<file path="config.mk">
export PLATFORM = sky130hd
export DESIGN_NAME = dmem_dual_issue_arbiter
export DESIGN_NICKNAME = d
export VERILOG_FILES = /design/src/rtl/dmem_dual_issue_arbiter.sv
export SDC_FILE = /design/constraint.sdc
export NUM_CORES = 1
export LEC_CHECK = 0
export CAP_MARGIN = 5
export CORE_AREA = 3 3 231 233
export CTS_CLUSTER_DIAMETER = 120
export DETAILED_ROUTE_END_ITERATION = 8
export DIE_AREA = 0 0 234 236
export HOLD_SLACK_MARGIN = 0.12
export PLACE_DENSITY_LB_ADDON = 0.3
export SETUP_SLACK_MARGIN = 0.4
export SLEW_MARGIN = 20
export SYNTH_ARGS = -nofsm -noshare
export SYNTH_HDL_FRONTEND = slang
export SYNTH_SLANG_ARGS = --single-unit
export TNS_END_PERCENT = 50
</file>
<file path="constraint.sdc">
create_clock -name CLOCK -period 2.9 [get_ports CLOCK]
set_input_delay 0.29 -clock CLOCK [delete_from_list [all_inputs] [get_ports CLOCK]]
set_output_delay 0.29 -clock CLOCK [all_outputs]
set_load 0.01 [all_outputs]
</file>
<file path="src/rtl/dmem_dual_issue_arbiter.sv">
// Serialises the lane-1/lane-2 memory pair of a dual-issue bundle onto one
// single-port data-memory backend. Optional store-to-load forwarding: DMEM_ARB_FWD_EN.
module dmem_dual_issue_arbiter #(
    parameter int unsigned ADDR_W = 64,
    parameter int unsigned DATA_W = 64
) (
    input  logic              CLOCK,
    input  logic              RESET,
    input  logic              req1,
    input  logic              we1,
    input  logic [ADDR_W-1:0] addr1,
    input  logic [DATA_W-1:0] wdata1,
    input  logic              req2,
    input  logic              we2,
    input  logic [ADDR_W-1:0] addr2,
    input  logic [DATA_W-1:0] wdata2,
    output logic              stall,
    output logic              rvalid1,
    output logic [DATA_W-1:0] rdata1,
    output logic              rvalid2,
    output logic [DATA_W-1:0] rdata2,
    output logic              mem_req,
    output logic              mem_we,
    output logic [ADDR_W-1:0] mem_addr,
    output logic [DATA_W-1:0] mem_wdata,
    input  logic              mem_ready,
    input  logic [DATA_W-1:0] mem_rdata
);

    typedef enum logic [1:0] {
        IDLE = 2'd0,
        L1   = 2'd1,
        L2   = 2'd2,
        DONE = 2'd3
    } state_e;

    typedef struct packed {
        logic              req;
        logic              we;
        logic [ADDR_W-1:0] addr;
        logic [DATA_W-1:0] wdata;
    } lane_t;

    state_e            state_q, state_d;
    lane_t             lane1_q, lane1_d;
    lane_t             lane2_q, lane2_d;
    logic [DATA_W-1:0] rdata1_q, rdata1_d;
    logic [DATA_W-1:0] rdata2_q, rdata2_d;
    logic              rvalid1_q, rvalid1_d;
    logic              rvalid2_q, rvalid2_d;
    logic              mem_req_q, mem_req_d;
    logic              mem_we_q, mem_we_d;
    logic [ADDR_W-1:0] mem_addr_q, mem_addr_d;
    logic [DATA_W-1:0] mem_wdata_q, mem_wdata_d;
    logic              xfer;
    logic              fwd_hit;

    assign xfer = mem_req_q && mem_ready;

    // Lane-2 load of the address lane 1 just stored is served from the latched store data.
`ifdef DMEM_ARB_FWD_EN
    assign fwd_hit = lane1_q.req && lane1_q.we && lane2_q.req && !lane2_q.we
                     && (lane1_q.addr == lane2_q.addr);
`else
    assign fwd_hit = 1'b0;
`endif

    // Next state, pair capture and load-data capture.
    always_comb begin
        state_d  = state_q;
        lane1_d  = lane1_q;
        lane2_d  = lane2_q;
        rdata1_d = rdata1_q;
        rdata2_d = rdata2_q;
        case (state_q)
            IDLE: begin
                if ((req1 == 1'b1) || (req2 == 1'b1)) begin
                    state_d = (req1 == 1'b1) ? L1 : L2;
                    lane1_d = '{req: (req1 == 1'b1), we: we1, addr: addr1, wdata: wdata1};
                    lane2_d = '{req: (req2 == 1'b1), we: we2, addr: addr2, wdata: wdata2};
                end
            end
            L1: begin
                if (xfer) begin
                    if (!lane1_q.we) begin
                        rdata1_d = mem_rdata;
                    end
                    if (fwd_hit) begin
                        rdata2_d = lane1_q.wdata;
                        state_d  = DONE;
                    end else begin
                        state_d = lane2_q.req ? L2 : DONE;
                    end
                end
            end
            L2: begin
                if (xfer) begin
                    if (!lane2_q.we) begin
                        rdata2_d = mem_rdata;
                    end
                    state_d = DONE;
                end
            end
            default: state_d = IDLE;
        endcase
    end

    // Registered outputs are decoded from the next state so they line up with it.
    always_comb begin
        mem_req_d   = 1'b0;
        mem_we_d    = 1'b0;
        mem_addr_d  = '0;
        mem_wdata_d = '0;
        rvalid1_d   = (state_d == DONE) && lane1_d.req && !lane1_d.we;
        rvalid2_d   = (state_d == DONE) && lane2_d.req && !lane2_d.we;
        case (state_d)
            L1: begin
                mem_req_d   = 1'b1;
                mem_we_d    = lane1_d.we;
                mem_addr_d  = lane1_d.addr;
                mem_wdata_d = lane1_d.wdata;
            end
            L2: begin
                mem_req_d   = 1'b1;
                mem_we_d    = lane2_d.we;
                mem_addr_d  = lane2_d.addr;
                mem_wdata_d = lane2_d.wdata;
            end
            default: begin
            end
        endcase
    end

    always_ff @(posedge CLOCK) begin
        if (RESET) begin
            state_q     <= IDLE;
            lane1_q     <= '0;
            lane2_q     <= '0;
            rdata1_q    <= '0;
            rdata2_q    <= '0;
            rvalid1_q   <= 1'b0;
            rvalid2_q   <= 1'b0;
            mem_req_q   <= 1'b0;
            mem_we_q    <= 1'b0;
            mem_addr_q  <= '0;
            mem_wdata_q <= '0;
        end else begin
            state_q     <= state_d;
            lane1_q     <= lane1_d;
            lane2_q     <= lane2_d;
            rdata1_q    <= rdata1_d;
            rdata2_q    <= rdata2_d;
            rvalid1_q   <= rvalid1_d;
            rvalid2_q   <= rvalid2_d;
            mem_req_q   <= mem_req_d;
            mem_we_q    <= mem_we_d;
            mem_addr_q  <= mem_addr_d;
            mem_wdata_q <= mem_wdata_d;
        end
    end

    // Stall depends only on state and the core's requests, never on mem_ready.
    assign stall = !RESET && (((state_q == IDLE) && (req1 || req2))
                              || (state_q == L1) || (state_q == L2));

    assign rvalid1   = rvalid1_q;
    assign rdata1    = rdata1_q;
    assign rvalid2   = rvalid2_q;
    assign rdata2    = rdata2_q;
    assign mem_req   = mem_req_q;
    assign mem_we    = mem_we_q;
    assign mem_addr  = mem_addr_q;
    assign mem_wdata = mem_wdata_q;

endmodule

</file>
==> run_results.csv <==
group,metric,value,unit
yosys,syn-instance-count,2306,
clock_tree,clkTransAtPathRegs,0.06,ns
setup_path,worst-path-stages,7,
global_routing,grt_antenna_before_repair,24,
drt,remaining_design_rule_violation_count,0,
die,top_level_ports,588,
yosys,yosys_register_bits,522,
die,placeableCoreArea,51400,sq um
yosys,syn-mean-instance-area,8.91,sq um
cells_and_area,layout.core_utilization,0.554,
setup_path,worstPathMaxFanout,29,
yosys,mappedNetlistArea,20500,sq um
drt,detail-route-antenna-nets,0,
global_routing,largest_net_degree_at_the_start_of_global_routing,173,
cells_and_area,layoutNonFillerInstCount,3459,
clock_tree,ctsRootBufferMaster,"sky130_fd_sc_hd__clkbuf_16",
yosys,syn-num-nets,2636,
sta,fin_skew,0.0126,ns
status,run_status,"completed",
setup_path,critical_path_required,3.41,ns
setup_path,timing.setup.critical_path_class,"reg -> reg",
drt,routed_vias_inst,5.84,
yosys,ys.warnings.count,0,
sta,final_max_slew_viol_count,0,
setup_path,rr_worst_depth,7,
sta,hold_violations,0,
setup_path,worst-r2r-setup-slack,0.56,ns
job,max-cap-violations,0,
setup_path,slowest_stage,"sky130_fd_sc_hd__dfxtp_2",
sta,period_share,0.806,
global_routing,global_route_wire_length_before_repair,112000,um
power,irDropWorstVdd,0.489,mV
setup_path,critical_path.cell_chain,"a31o_2 > a221o_1 > ha_4 > nor2_1 > nand3_4 > buf_4 > o22ai_1",
drt,vias,20200,
cells_and_area,final_nets,3053,
drt,detail_route.first_pass.iterations,8,
cells_and_area,area_growth_syn_to_layout,38.7,%
sta,worst_pin_slew,1.08,ns
sta,setup_ws,0.563,ns
cells_and_area,drive_above_1_share,0.0485,
drt,detail_route.wirelength,73700,um
setup_path,cp-startpoint,"state_q[1]$_SDFF_PP0_",
global_routing,gr-usage-all-layers,0.251,
sta,period_needed,2.34,ns
clock_tree,tritoncts,"built",
sta,grt_setup_unrepaired,"true",
setup_path,critical_path.top_delay_family,"compound AO/OA/AOI/OAI gates",
sta,max-slew-margin-rel,0.283,
clock_tree,cts_inserted_buffers,55,
clock_tree,htree_num_levels,2,
setup_path,critPathBufInv,1,
sta,finalSetupViolCount,0,
power,p_total,19700,uW
clock_tree,clock_sinks,522,
die,die_w,234,um
sta,timing.fmax,428,MHz
yosys,synth_seq_area_share,0.509,
place,gp_congestion,0.864,
setup_path,worstReg2RegStart,"state_q[1]$_SDFF_PP0_",
power,power_leakage,0.0101,uW
min_path,worst_hold_path_type,"in -> reg",
setup_path,worst_setup_path_start_kind,"register",
drt,route.detailed.wl_per_inst,21.3,um
place,placed_cells,3346,
drt,drt_first_iter_violations,1961,
global_routing,grt_remaining_overflow,0,
place,dp_hpwl,47800,um
setup_path,critPathMaxStageDelay,0.40,ns
die,rows,83,
clock_tree,clock_insertion_delay_worst_skew,0.59,ns
setup_path,timing.critical_path.arrival,2.84,ns
die,die_area,55200,sq um
die,initial_core_util,0.400,
clock_tree,cts_buffer_depth,3,
power,cellPowerDensity,693,nW/um^2
setup_path,worst_setup_path_end_kind,"register",
place,numPortBuffers,587,
sta,setup-tns-final,0,ns
die,floorplan.die.height,236,um
setup_path,endpoint,"mem_wdata[14]$_SDFF_PP0_",
yosys,number_of_distinct_library_cells_after_synthesis,34,
setup_path,rr_endpoint,"mem_wdata[14]$_SDFF_PP0_",
global_routing,number_of_global_route_vias_before_repair,19700,
place,pre_cts_ws,0.129,ns
==> worst min path at each step <==
| stage | to | depth (start not counted) | slack, ns | from |
|---|---|---|---|---|
| 2_1_floorplan | mem_req$_SDFF_PP0_ | 1 | 0.39 | RESET |
| 3_3_place_gp | rdata1[10]$_SDFFE_PP0P_ | 2 | 0.44 | rdata1[10]$_SDFFE_PP0P_ |
| 3_5_place_dp | rdata1[61]$_SDFFE_PP0P_ | 2 | 0.45 | rdata1[61]$_SDFFE_PP0P_ |
| 4_1_cts | rdata2[13]$_SDFFE_PP0P_ | 3 | 0.24 | mem_rdata[13] |
| 5_1_grt | rdata2[6]$_SDFFE_PP0P_ | 3 | 0.27 | mem_rdata[6] |
| 6_report | rdata2[13]$_SDFFE_PP0P_ | 3 | 0.28 | mem_rdata[13] |
==> cells by family after synthesis <==
family / share of synthesized area
compound gates: 0.263
buf+inv: 0.0596
flops: 0.509
mux: 0.0624
fa+ha+maj: 0.00183
simple gates: 0.104
==> synthesized netlist by cell type <==
master / count / area (sq um)
sky130_fd_sc_hd__dfxtp_1: 522 / 10500
sky130_fd_sc_hd__nand3_1: 259 / 1300
sky130_fd_sc_hd__a21oi_1: 258 / 1290
sky130_fd_sc_hd__a22oi_1: 258 / 1940
sky130_fd_sc_hd__o21ai_0: 256 / 1280
sky130_fd_sc_hd__clkbuf_1: 196 / 736
sky130_fd_sc_hd__nand2_1: 193 / 724
sky130_fd_sc_hd__o22ai_1: 129 / 807
sky130_fd_sc_hd__mux2i_1: 128 / 1280
sky130_fd_sc_hd__buf_2: 27 / 135
sky130_fd_sc_hd__buf_6: 18 / 203
sky130_fd_sc_hd__buf_1: 15 / 56.3
sky130_fd_sc_hd__buf_4: 10 / 75.1
sky130_fd_sc_hd__inv_1: 5 / 18.8
sky130_fd_sc_hd__nor2_1: 4 / 15.0
sky130_fd_sc_hd__ha_1: 3 / 37.5
sky130_fd_sc_hd__nor2b_1: 3 / 18.8
sky130_fd_sc_hd__o21ai_1: 3 / 15.0
sky130_fd_sc_hd__a2bb2oi_1: 2 / 17.5
sky130_fd_sc_hd__nor4bb_1: 2 / 20.0
sky130_fd_sc_hd__or3b_2: 2 / 17.5
sky130_fd_sc_hd__a211oi_1: 1 / 7.51
sky130_fd_sc_hd__a221o_1: 1 / 10.0
sky130_fd_sc_hd__a31o_2: 1 / 8.76
sky130_fd_sc_hd__nor2_2: 1 / 6.26
sky130_fd_sc_hd__nor3_1: 1 / 5.00
sky130_fd_sc_hd__nor4b_1: 1 / 8.76
sky130_fd_sc_hd__o21ai_2: 1 / 8.76
sky130_fd_sc_hd__o311a_1: 1 / 10.0
sky130_fd_sc_hd__o31a_1: 1 / 8.76
sky130_fd_sc_hd__o31ai_1: 1 / 7.51
sky130_fd_sc_hd__or2_1: 1 / 6.26
sky130_fd_sc_hd__or2_2: 1 / 6.26
sky130_fd_sc_hd__or4b_1: 1 / 10.0
==> routing by layer <==
layer / GRT usage / part of all wire / routed length, um
met1: 0.302 / 0.38 / 28100
met2: 0.414 / 0.48 / 35500
met3: 0.0634 / 0.088 / 6460
met4: 0.130 / 0.048 / 3510
met5: 0 / 0.0012 / 87
==> final cells by class <==
type,count,area (sq um)
diodes,17,42.5
clock buffers,85,1630
clock inverters,11,87.6
fillers,4499,22900
inverters,5,23.8
multi-input cells,1513,8940
flip-flops and latches,522,10500
well taps,680,851
repair buffers,626,6460
==> worst reg2reg max path, stage by stage, from the launching register on <==
cell                      delay (ns)
sky130_fd_sc_hd__dfxtp_2        0.40
sky130_fd_sc_hd__a31o_2         0.24
sky130_fd_sc_hd__a221o_1        0.36
sky130_fd_sc_hd__ha_4           0.26
sky130_fd_sc_hd__nor2_1         0.32
sky130_fd_sc_hd__nand3_4        0.16
sky130_fd_sc_hd__buf_4          0.30
sky130_fd_sc_hd__o22ai_1        0.22
==> metrics by stage <==
step,hold WS (ns),instance area (sq um)
3_5_place_dp,0.448,26700
6_report,0.282,28500
3_3_place_gp,0.441,26700
4_1_cts,0.238,28400
2_1_floorplan,0.389,20500
5_1_grt,0.275,28500
==> sequential cells by signal, indices dropped and copies added, names as in the netlist <==
| name | cells |
|---|---|
| mem_addr | 64 |
| state_q | 2 |
| mem_wdata | 64 |
| rvalid2 | 1 |
| rdata1 | 64 |
| mem_req | 1 |
| rdata2 | 64 |
| rvalid1 | 1 |
| lane2_q | 130 |
| mem_we | 1 |
| lane1_q | 130 |
==> layout by cell type, fill, tap and decap left out, drive strengths merged, types with 2 or more instances in the layout <==
cell           synthesis  routed
a21oi                258     258
a22oi                258     258
a2bb2oi                2       2
buf                   70      39
clkbuf               196      86
clkdlybuf4s50          0     585
clkinv                 0      10
dfxtp                522     522
diode                  0      17
ha                     3       3
inv                    5       5
mux2i                128     128
nand2                193     193
nand3                259     259
nor2                   5       5
nor2b                  3       3
nor4bb                 2       2
o21ai                260     260
o22ai                129     129
or2                    2       2
or3b                   2       2
==> power breakdown <==
group	total (uW)	internal (uW)	switching (uW)	leakage, uW
sequential	8170	7840	330	0.00426
combinational	4820	1980	2840	0.00497
clock	6760	3930	2830	0.000849
==> repair_timing <==
action | 4_1_cts | 5_1_grt
resized for setup | 2 | 2
setup endpoints to repair | 1 | 130
pin swaps | 0 | 0
hold buffers | 0 | 0
setup buffers | 0 | 0
No activity file was read; power rests on OpenSTA's default activity.
